**src/rtl/serial_deserializer_pkg.sv**
```systemverilog
// Shared definitions for the serial deserializer: state encoding, bit-order
// constants and the bit-counter width derivation.
package serial_deserializer_pkg;

    typedef enum logic {
        ST_IDLE  = 1'b0,
        ST_SHIFT = 1'b1
    } state_t;

    // Same encoding the universal shift register's S0/S1 users rely on.
    localparam logic DIR_LSB = 1'b0;
    localparam logic DIR_MSB = 1'b1;

    function automatic int cnt_w(input int width);
        return $clog2(width + 1);
    endfunction

endpackage

```
**src/rtl/serial_deserializer_if.sv**
```systemverilog
// Serial input, parallel output and status bundle of the deserializer.
interface serial_deserializer_if #(
    parameter int WIDTH = 8
);
    import serial_deserializer_pkg::*;

    localparam int CNT_W = cnt_w(WIDTH);

    logic             Sin;
    logic             Sin_valid;
    logic             Start;
    logic             Msb_first;
    logic             Err_clr;
    logic [WIDTH-1:0] Pout;
    logic             Pout_valid;
    logic             Pout_ready;
    logic             Busy;
    logic [CNT_W-1:0] Bit_count;
    logic             Overrun;
    logic             Frame_err;

    modport master (
        output Sin, Sin_valid, Start, Msb_first, Err_clr, Pout_ready,
        input  Pout, Pout_valid, Busy, Bit_count, Overrun, Frame_err
    );

    modport slave (
        input  Sin, Sin_valid, Start, Msb_first, Err_clr, Pout_ready,
        output Pout, Pout_valid, Busy, Bit_count, Overrun, Frame_err
    );

endinterface

```
**src/rtl/deser_hold_reg.sv**
```systemverilog
// Single-entry holding register with valid/ready; a word arriving while the
// held word is still unconsumed is dropped and flagged.
module deser_hold_reg #(
    parameter int WIDTH = 8
) (
    input  logic             clk,
    input  logic             rst_n,
    input  logic             load,
    input  logic [WIDTH-1:0] load_data,
    input  logic             ready,
    output logic [WIDTH-1:0] data,
    output logic             valid,
    output logic             drop
);

    logic [WIDTH-1:0] data_q, data_d;
    logic             valid_q, valid_d;

    // A consume on the same edge frees the slot for the incoming word.
    always_comb begin
        data_d  = data_q;
        valid_d = valid_q;
        drop    = 1'b0;
        if (valid_q && ready) begin
            valid_d = 1'b0;
        end
        if (load) begin
            if (!valid_q || ready) begin
                data_d  = load_data;
                valid_d = 1'b1;
            end else begin
                drop = 1'b1;
            end
        end
    end

    always_ff @(posedge clk or negedge rst_n) begin
        if (!rst_n) begin
            data_q  <= '0;
            valid_q <= 1'b0;
        end else begin
            data_q  <= data_d;
            valid_q <= valid_d;
        end
    end

    assign data  = data_q;
    assign valid = valid_q;

endmodule

```
**src/rtl/serial_deserializer.sv**
```systemverilog
// Serial-in, parallel-out receiver with per-frame bit order, a valid/ready
// output holding register and sticky overrun / frame-restart flags.
module serial_deserializer
    import serial_deserializer_pkg::*;
#(
    parameter  int WIDTH = 8,
    localparam int CNT_W = cnt_w(WIDTH)
) (
    input  logic                 Clk,
    input  logic                 Clear,
    serial_deserializer_if.slave bus
);

    state_t           state_q, state_d;
    logic [WIDTH-1:0] sh_q, sh_d;
    logic [CNT_W-1:0] cnt_q, cnt_d;
    logic             dir_q, dir_d;
    logic             overrun_q, overrun_d;
    logic             frame_err_q, frame_err_d;
    logic             complete;
    logic             restart;
    logic             drop;
    logic [WIDTH-1:0] pout;
    logic             pout_valid;

    function automatic logic [WIDTH-1:0] shift_in(input logic [WIDTH-1:0] sh,
                                                  input logic bit_in,
                                                  input logic dir);
        return (dir == DIR_MSB) ? {sh[WIDTH-2:0], bit_in} : {bit_in, sh[WIDTH-1:1]};
    endfunction

    always_comb begin
        state_d  = state_q;
        sh_d     = sh_q;
        cnt_d    = cnt_q;
        dir_d    = dir_q;
        complete = 1'b0;
        restart  = 1'b0;
        unique case (state_q)
            ST_IDLE: begin
                if (bus.Sin_valid && bus.Start) begin
                    sh_d    = shift_in('0, bus.Sin, bus.Msb_first);
                    dir_d   = bus.Msb_first;
                    cnt_d   = CNT_W'(1);
                    state_d = ST_SHIFT;
                end
            end
            ST_SHIFT: begin
                if (bus.Sin_valid) begin
                    if (bus.Start) begin
                        // Restart: the fresh shift discards the partial word.
                        restart = 1'b1;
                        sh_d    = shift_in('0, bus.Sin, bus.Msb_first);
                        dir_d   = bus.Msb_first;
                        cnt_d   = CNT_W'(1);
                    end else begin
                        sh_d = shift_in(sh_q, bus.Sin, dir_q);
                        if (cnt_q == CNT_W'(WIDTH - 1)) begin
                            complete = 1'b1;
                            cnt_d    = '0;
                            state_d  = ST_IDLE;
                        end else begin
                            cnt_d = cnt_q + 1'b1;
                        end
                    end
                end
            end
            default: state_d = ST_IDLE;
        endcase
    end

    // Set events take priority over a same-cycle clear request.
    always_comb begin
        overrun_d   = overrun_q;
        frame_err_d = frame_err_q;
        if (bus.Err_clr) begin
            overrun_d   = 1'b0;
            frame_err_d = 1'b0;
        end
        if (drop) begin
            overrun_d = 1'b1;
        end
        if (restart) begin
            frame_err_d = 1'b1;
        end
    end

    always_ff @(posedge Clk or negedge Clear) begin
        if (!Clear) begin
            state_q     <= ST_IDLE;
            sh_q        <= '0;
            cnt_q       <= '0;
            dir_q       <= DIR_LSB;
            overrun_q   <= 1'b0;
            frame_err_q <= 1'b0;
        end else begin
            state_q     <= state_d;
            sh_q        <= sh_d;
            cnt_q       <= cnt_d;
            dir_q       <= dir_d;
            overrun_q   <= overrun_d;
            frame_err_q <= frame_err_d;
        end
    end

    deser_hold_reg #(
        .WIDTH (WIDTH)
    ) u_hold (
        .clk       (Clk),
        .rst_n     (Clear),
        .load      (complete),
        .load_data (sh_d),
        .ready     (bus.Pout_ready),
        .data      (pout),
        .valid     (pout_valid),
        .drop      (drop)
    );

    assign bus.Pout       = pout;
    assign bus.Pout_valid = pout_valid;
    assign bus.Busy       = (state_q == ST_SHIFT);
    assign bus.Bit_count  = cnt_q;
    assign bus.Overrun    = overrun_q;
    assign bus.Frame_err  = frame_err_q;

endmodule
```
**src/flat_wrapper.sv**
```systemverilog
// flat-port wrapper written by rule: the top's interface ports become plain ports
module serial_deserializer_flat import serial_deserializer_pkg::*;
#(
    parameter  int WIDTH = 8,
    localparam int CNT_W = cnt_w(WIDTH)
)
  (Clk, Clear, bus_Sin, bus_Sin_valid, bus_Start, bus_Msb_first, bus_Err_clr, bus_Pout_ready, bus_Pout, bus_Pout_valid, bus_Busy, bus_Bit_count, bus_Overrun, bus_Frame_err);
  serial_deserializer_if #(.WIDTH(WIDTH)) bus_i ();
  input  logic Clk;
  input  logic Clear;
  input wire logic [$bits(bus_i.Sin)-1:0] bus_Sin;
  input wire logic [$bits(bus_i.Sin_valid)-1:0] bus_Sin_valid;
  input wire logic [$bits(bus_i.Start)-1:0] bus_Start;
  input wire logic [$bits(bus_i.Msb_first)-1:0] bus_Msb_first;
  input wire logic [$bits(bus_i.Err_clr)-1:0] bus_Err_clr;
  input wire logic [$bits(bus_i.Pout_ready)-1:0] bus_Pout_ready;
  output wire logic [$bits(bus_i.Pout)-1:0] bus_Pout;
  output wire logic [$bits(bus_i.Pout_valid)-1:0] bus_Pout_valid;
  output wire logic [$bits(bus_i.Busy)-1:0] bus_Busy;
  output wire logic [$bits(bus_i.Bit_count)-1:0] bus_Bit_count;
  output wire logic [$bits(bus_i.Overrun)-1:0] bus_Overrun;
  output wire logic [$bits(bus_i.Frame_err)-1:0] bus_Frame_err;
  assign bus_i.Sin = bus_Sin;
  assign bus_i.Sin_valid = bus_Sin_valid;
  assign bus_i.Start = bus_Start;
  assign bus_i.Msb_first = bus_Msb_first;
  assign bus_i.Err_clr = bus_Err_clr;
  assign bus_i.Pout_ready = bus_Pout_ready;
  assign bus_Pout = bus_i.Pout;
  assign bus_Pout_valid = bus_i.Pout_valid;
  assign bus_Busy = bus_i.Busy;
  assign bus_Bit_count = bus_i.Bit_count;
  assign bus_Overrun = bus_i.Overrun;
  assign bus_Frame_err = bus_i.Frame_err;
  serial_deserializer #(.WIDTH(WIDTH)) u_core (.Clk(Clk), .Clear(Clear), .bus(bus_i));
endmodule
```
**config.mk**
```make
export PLATFORM = sky130hd
export DESIGN_NAME = serial_deserializer_flat
export DESIGN_NICKNAME = d
export VERILOG_FILES = /design/src/rtl/serial_deserializer_pkg.sv /design/src/rtl/serial_deserializer_if.sv /design/src/rtl/deser_hold_reg.sv /design/src/rtl/serial_deserializer.sv /design/src/flat_wrapper.sv
export SDC_FILE = /design/constraint.sdc
export NUM_CORES = 1
export LEC_CHECK = 0
export CAP_MARGIN = 10
export CORE_MARGIN = 1.5
export CORE_UTILIZATION = 35
export DETAILED_ROUTE_END_ITERATION = 6
export GPL_TIMING_DRIVEN = 0
export SLEW_MARGIN = 25
export SYNTH_ARGS = -nofsm -noshare
export SYNTH_HDL_FRONTEND = slang
export SYNTH_HIERARCHICAL = 1
export SYNTH_SLANG_ARGS = --single-unit
```
**constraint.sdc**
```tcl
create_clock -name Clk -period 3.35 [get_ports Clk]
set_clock_uncertainty 0.05 [all_clocks]
set_input_delay 0.67 -clock Clk [delete_from_list [all_inputs] [get_ports Clk]]
set_output_delay 0.67 -clock Clk [all_outputs]
set_load 0.03 [all_outputs]
```
== After elaboration in Yosys (flattened, before gate mapping) ==
Index checks and enable logic that the tools add are counted.
Word-level totals
  flip-flop bits (word level): 25
  input bits: 8
  output and inout port bits: 16
Operators by class
  add/subtract/negate cells: 1
  equal/unequal tests: 4
  muxes and demuxes: 35
  bitwise logic cells: 1
  reduce and logical (&&, ||, !) cells: 9
Operator list (count)
  two-way mux 8 bit: 5
  two-way mux 1 bit: 22
  two-way mux 4 bit: 4
  one-hot mux 8 bit (2 select lines): 1
  one-hot mux 4 bit (2 select lines): 1
  adder 4 x 1 -> 4 bit (second input constant): 1
  equality test 4 x 3 -> 1 bit (second input constant): 1
  != test 2 bit (second input constant): 2
  one-hot mux 1 bit (2 select lines): 2
  AND reduction 2 bit: 2
  nonzero test 2 bit: 2
  AND reduction 3 bit: 1
  logical AND 1 bit: 2
  != test 2 x 1 -> 1 bit (second input constant): 1
  logical NOT 1 bit: 1
  logical OR 1 bit: 1
  NOT 1 bit: 1

== Logic depth before layout (Yosys ltp) ==
Gate-level depths: netlist of the first run.
  word-level depth: 7
  mapped depth: 6

== Hierarchy ==
Netlist of the first run, hierarchy kept.
Modules (own cells, without submodules)
  serial_deserializer: instances 1, cells each 78, area an instance 808.3 µm², seq. area each 400.4 µm²
  deser_hold_reg: instances 1, cells each 22, area an instance 381.6 µm², seq. area each 225.2 µm²

== Worst setup path after synthesis of the first run ==
Ideal clock, no wire load.
  path type: input port to flip-flop
  from: in bus_Sin_valid
  to: reg u_core.u_hold.data_q[7] (netlist: u_core/u_hold/data[7])
  library setup time: 125 ps
  data arrival time: 1676 ps
  required time: 3175 ps
  setup slack: 1499 ps
  stages: 6
  buffers on the path: 2
  path through: buf_4 > and3b_2 > buf_2 > a32oi_1 > o21ai_0 > mux2_4
Between the ends
  cells in the longest elaborated chain, start to end: 3
Ends and longest elaborated chain
  from (decl): RTL line flat_wrapper.sv:12  | input wire logic [$bits(bus_i.Sin_valid)-1:0] bus_Sin_valid;
  logical AND 1 bit: RTL line serial_deserializer.sv:41  | if (bus.Sin_valid && bus.Start) begin
  two-way mux 8 bit: RTL line serial_deserializer.sv:41
  one-hot mux 8 bit (2 select lines) *: RTL line serial_deserializer.sv:39  | unique case (state_q)
  named net u_core.sh_d[7]: RTL line serial_deserializer.sv:15  | logic [WIDTH-1:0] sh_q, sh_d;
  to (signal assigned): RTL line deser_hold_reg.sv:42  | data_q <= data_d;
  to (decl): RTL line deser_hold_reg.sv:16  | logic [WIDTH-1:0] data_q, data_d;
The timed path passes the listed nets; every way through them passes the cells marked *.
A chain may end at the register's enable or synchronous reset.

== Worst setup path after layout of the first run ==
  from: reg u_core.cnt_q[0] (netlist: u_core/bus.Bit_count[0])
  to: out bus_Bit_count[0]
RTL lines
  from (decl): RTL line serial_deserializer.sv:16  | logic [CNT_W-1:0] cnt_q, cnt_d;
  from (signal assigned): RTL line serial_deserializer.sv:99  | cnt_q <= cnt_d;
  to (decl): RTL line flat_wrapper.sv:20  | output wire logic [$bits(bus_i.Bit_count)-1:0] bus_Bit_count;
No word-level cell between the ends.

==> impl_metrics.ini, run 1 <==
[global_route]
grt_max_degree = 26
busiest_layer = met2
gr-usage-met2_pct = 22.2
grt_antenna_before_repair = 0
grt_pass1_vias = 838
grt_usage_pct = 14.2
grt_util_met1_pct = 19.8
grtUsageMet3_pct = 3.99
overflow = 0
grt_pass1_wl_um = 3910

[run_status]
outcome = finished, final reports clean

[clocking]
clkSlewWorstSetupHoldPaths_ps = 140
cts_tree = yes
cts_buffers = 3
clk_latency_ps = 320
holdBufCountCts = 0
cts-root-buf = clkbuf_4
cts_sinks = 25
post-cts-setup-buffers = 0
cts_htree_levels = 1
cts_resized = 0
ctsLongestPathBuffers = 2

[timing]
drv_slew = 0
worstMarginPinSlew_ps = 554
finalSetupViolCount = 0
fin_crit_ps = 2180
fin_crit_sh_pct = 65.1
rsz0062_at_grt = no
slew_headroom_pct = 63.1
hold_slack_ps = 262
finalSetupTns_ps = 0
hold_viol = 0
max_freq_mhz = 458

[drt]
vias_per_cell = 5.06
vias = 861
drt_iter0_drc = 34
antenna_left = 0
drc_errors = 0
wire_per_inst_um = 13.7
wl_um = 2330
first_pass_iters = 4

[pwr]
vdd_drop_max_v = 0.000307
p_per_area_nw_per_um2 = 490
leakage_uw = 0.000700

[synthesis]
ys_top_cells_by_area = dfrtp_1, mux2_4, mux2i_1
synthesis.area_sq_um = 1190
syn_inst = 100
ys_ff_latch = 25
avgSynthCellArea_sq_um = 11.9
synth.distinct_cells = 29
syn_nets = 109
synth_top_area_share_pct = 52.6
yosys.area.top_type = dfrtp_1
yosysWarnings = 6
seq_area_frac_synth_pct = 52.6

[critical_path]
path_cells = clkdlybuf4s50_1
crit_buf_inv = 1
cp_max_fo = 5
crit_family = buffers and inverters
cp-end-kind = output pin
crit_type = flop to output pin
slowest_delay_ps = 690
cp.arrival_ps = 1460
cp_slowest_cell = clkdlybuf4s50_1
required_ps = 2630
startpoint_type = flop

[die]
die_w_um = 61.3
initial_core_util_pct = 37.7
dieArea_sq_um = 3760
pin_count = 24
coreArea_sq_um = 3150
die_h_um = 61.3
row_count = 20

[final_layout]
fin_util_pct = 47.2
diodes = 0
layout.nets = 136
syn_to_final_growth_pct = 25.0
layout-drive-gt1-share_pct = 19.0

[placement]
port_buffers = 22
dp_hpwl_um = 1650
gp_congestion = 0.754

[run]
drv_cap = 0

[hold_path]
worst_hold_path_type = input pin to asynchronous set/reset pin
## area by class of cell
class                      instances  area (sq um)
clock inverter                     1          5.00
tap                               44          55.1
inverter                           5          18.8
multi-input combinational         65           512
clock buffer                       3          22.5
sequential                        25           626
buffer                             5          33.8
fill                             309          1670
timing repair buffer              22           215
## synthesized netlist by cell type
cell and number:
dfrtp_1 25, nand2_1 9, o21ai_0 9, mux2_4 8, mux2i_1 6, a21oi_1 5
inv_1 5, nor2_1 4, o31ai_1 4, buf_2 3, mux2_2 2, nand3_1 2
o21ai_1 2, a21o_1 1, a22o_1 1, a22oi_1 1, a32o_1 1, a32oi_1 1
and3b_2 1, buf_4 1, buf_6 1, ha_1 1, nand2_4 1, nand2b_4 1
nand3b_1 1, nand3b_4 1, nand4b_1 1, nor2b_1 1, or4_1 1
## placed cells by master, fill, tap and decap left out, types with 2 or more instances in the layout
cell type         n
dfrtp_1          25
clkdlybuf4s50_1  21
nand2_1           9
o21ai_0           9
mux2_4            8
mux2i_1           6
inv_1             5
a21oi_1           5
buf_2             4
nor2_1            4
o31ai_1           4
clkbuf_4          3
o21ai_1           2
mux2_2            2
nand3_1           2
## path summary, 6_finish.rpt
check                                         from               endpoint  slack [ps]  cells past startpoint
max                        u_core/bus.Bit_count[0]       bus_Bit_count[0]        1170                      1
min                                          Clear   u_core/bus.Frame_err         260                      1
max reg2reg                           u_core/dir_q  u_core/u_hold/data[0]        1620                      5
min reg2reg                     u_core/bus.Overrun     u_core/bus.Overrun         460                      1
max in group asynchronous                    Clear         u_core/sh_q[1]        2610                      1
min in group Clk                u_core/bus.Overrun     u_core/bus.Overrun         460                      1
## flip-flops by register name, indices dropped and copies added (netlist names)
name and count:
u_core/bus.Overrun 1, u_core/u_hold/valid 1, u_core/bus.Busy 1, u_core/bus.Bit_count 4
u_core/u_hold/data 8, u_core/sh_q 8, u_core/bus.Frame_err 1, u_core/dir_q 1
## power breakdown
part           switching, uW  internal (uW)
Sequential              27.8            336
Clock                   89.6           44.7
Combinational            127            104
Total                    244            484
## per-stage QoR
| step | instance area [sq um] | std cells | setup slack [ps] | power [uW] |
|---|---|---|---|---|
| floorplan | 1190 | 100 | 1500 | 512 |
| global placement | 1470 | 166 | 993 | 597 |
| detailed placement | 1460 | 166 | 987 | 601 |
| CTS | 1490 | 170 | 1160 | 737 |
| global route | 1490 | 170 | 1110 | 774 |
| finish | 1490 | 170 | 1170 | 728 |
## per-layer routing
layer	vias up	wire (um)
met2	27	998
li1	409	-
met5	-	0
met3	2	128
met1	423	1190
met4	0	9
## kinds of logic (layout without fill, tap and decap cells)
kind of cell    after synthesis  in the layout  share of synthesized area [%]
flops                        25             25                           52.6
mux                          16             16                           17.0
compound gates               25             25                           12.8
buf+inv                      10             36                           4.42
fa+ha+maj                     1              1                           1.05
simple gates                 23             23                           12.1
Note: power is estimated with default switching activity, not from simulation.
==> inputs of run 2 (changes only) <==
==> constraint.sdc (replaced) <==
create_clock -name Clk -period 2 [get_ports Clk]
set_clock_uncertainty 0.05 [all_clocks]
set_input_delay 0.4 -clock Clk [delete_from_list [all_inputs] [get_ports Clk]]
set_output_delay 0.4 -clock Clk [all_outputs]
set_load 0.03 [all_outputs]
==> results of run 2 <==
Same layout as run 1 (identical final DEF). Status: finished, violations left: negative hold slack.
Main changes from that run: setup slack after placement 987 ps -> -93.1 ps; setup slack after layout 1170 ps -> 88.4 ps; hold slack 262 ps -> -8.31 ps; number of hold violations in the final report 0 -> 9; register-to-register setup slack 1620 ps -> 270 ps; total power 728 uW -> 1220 uW; worst IR drop on VDD 0.000307 V -> 0.000515 V
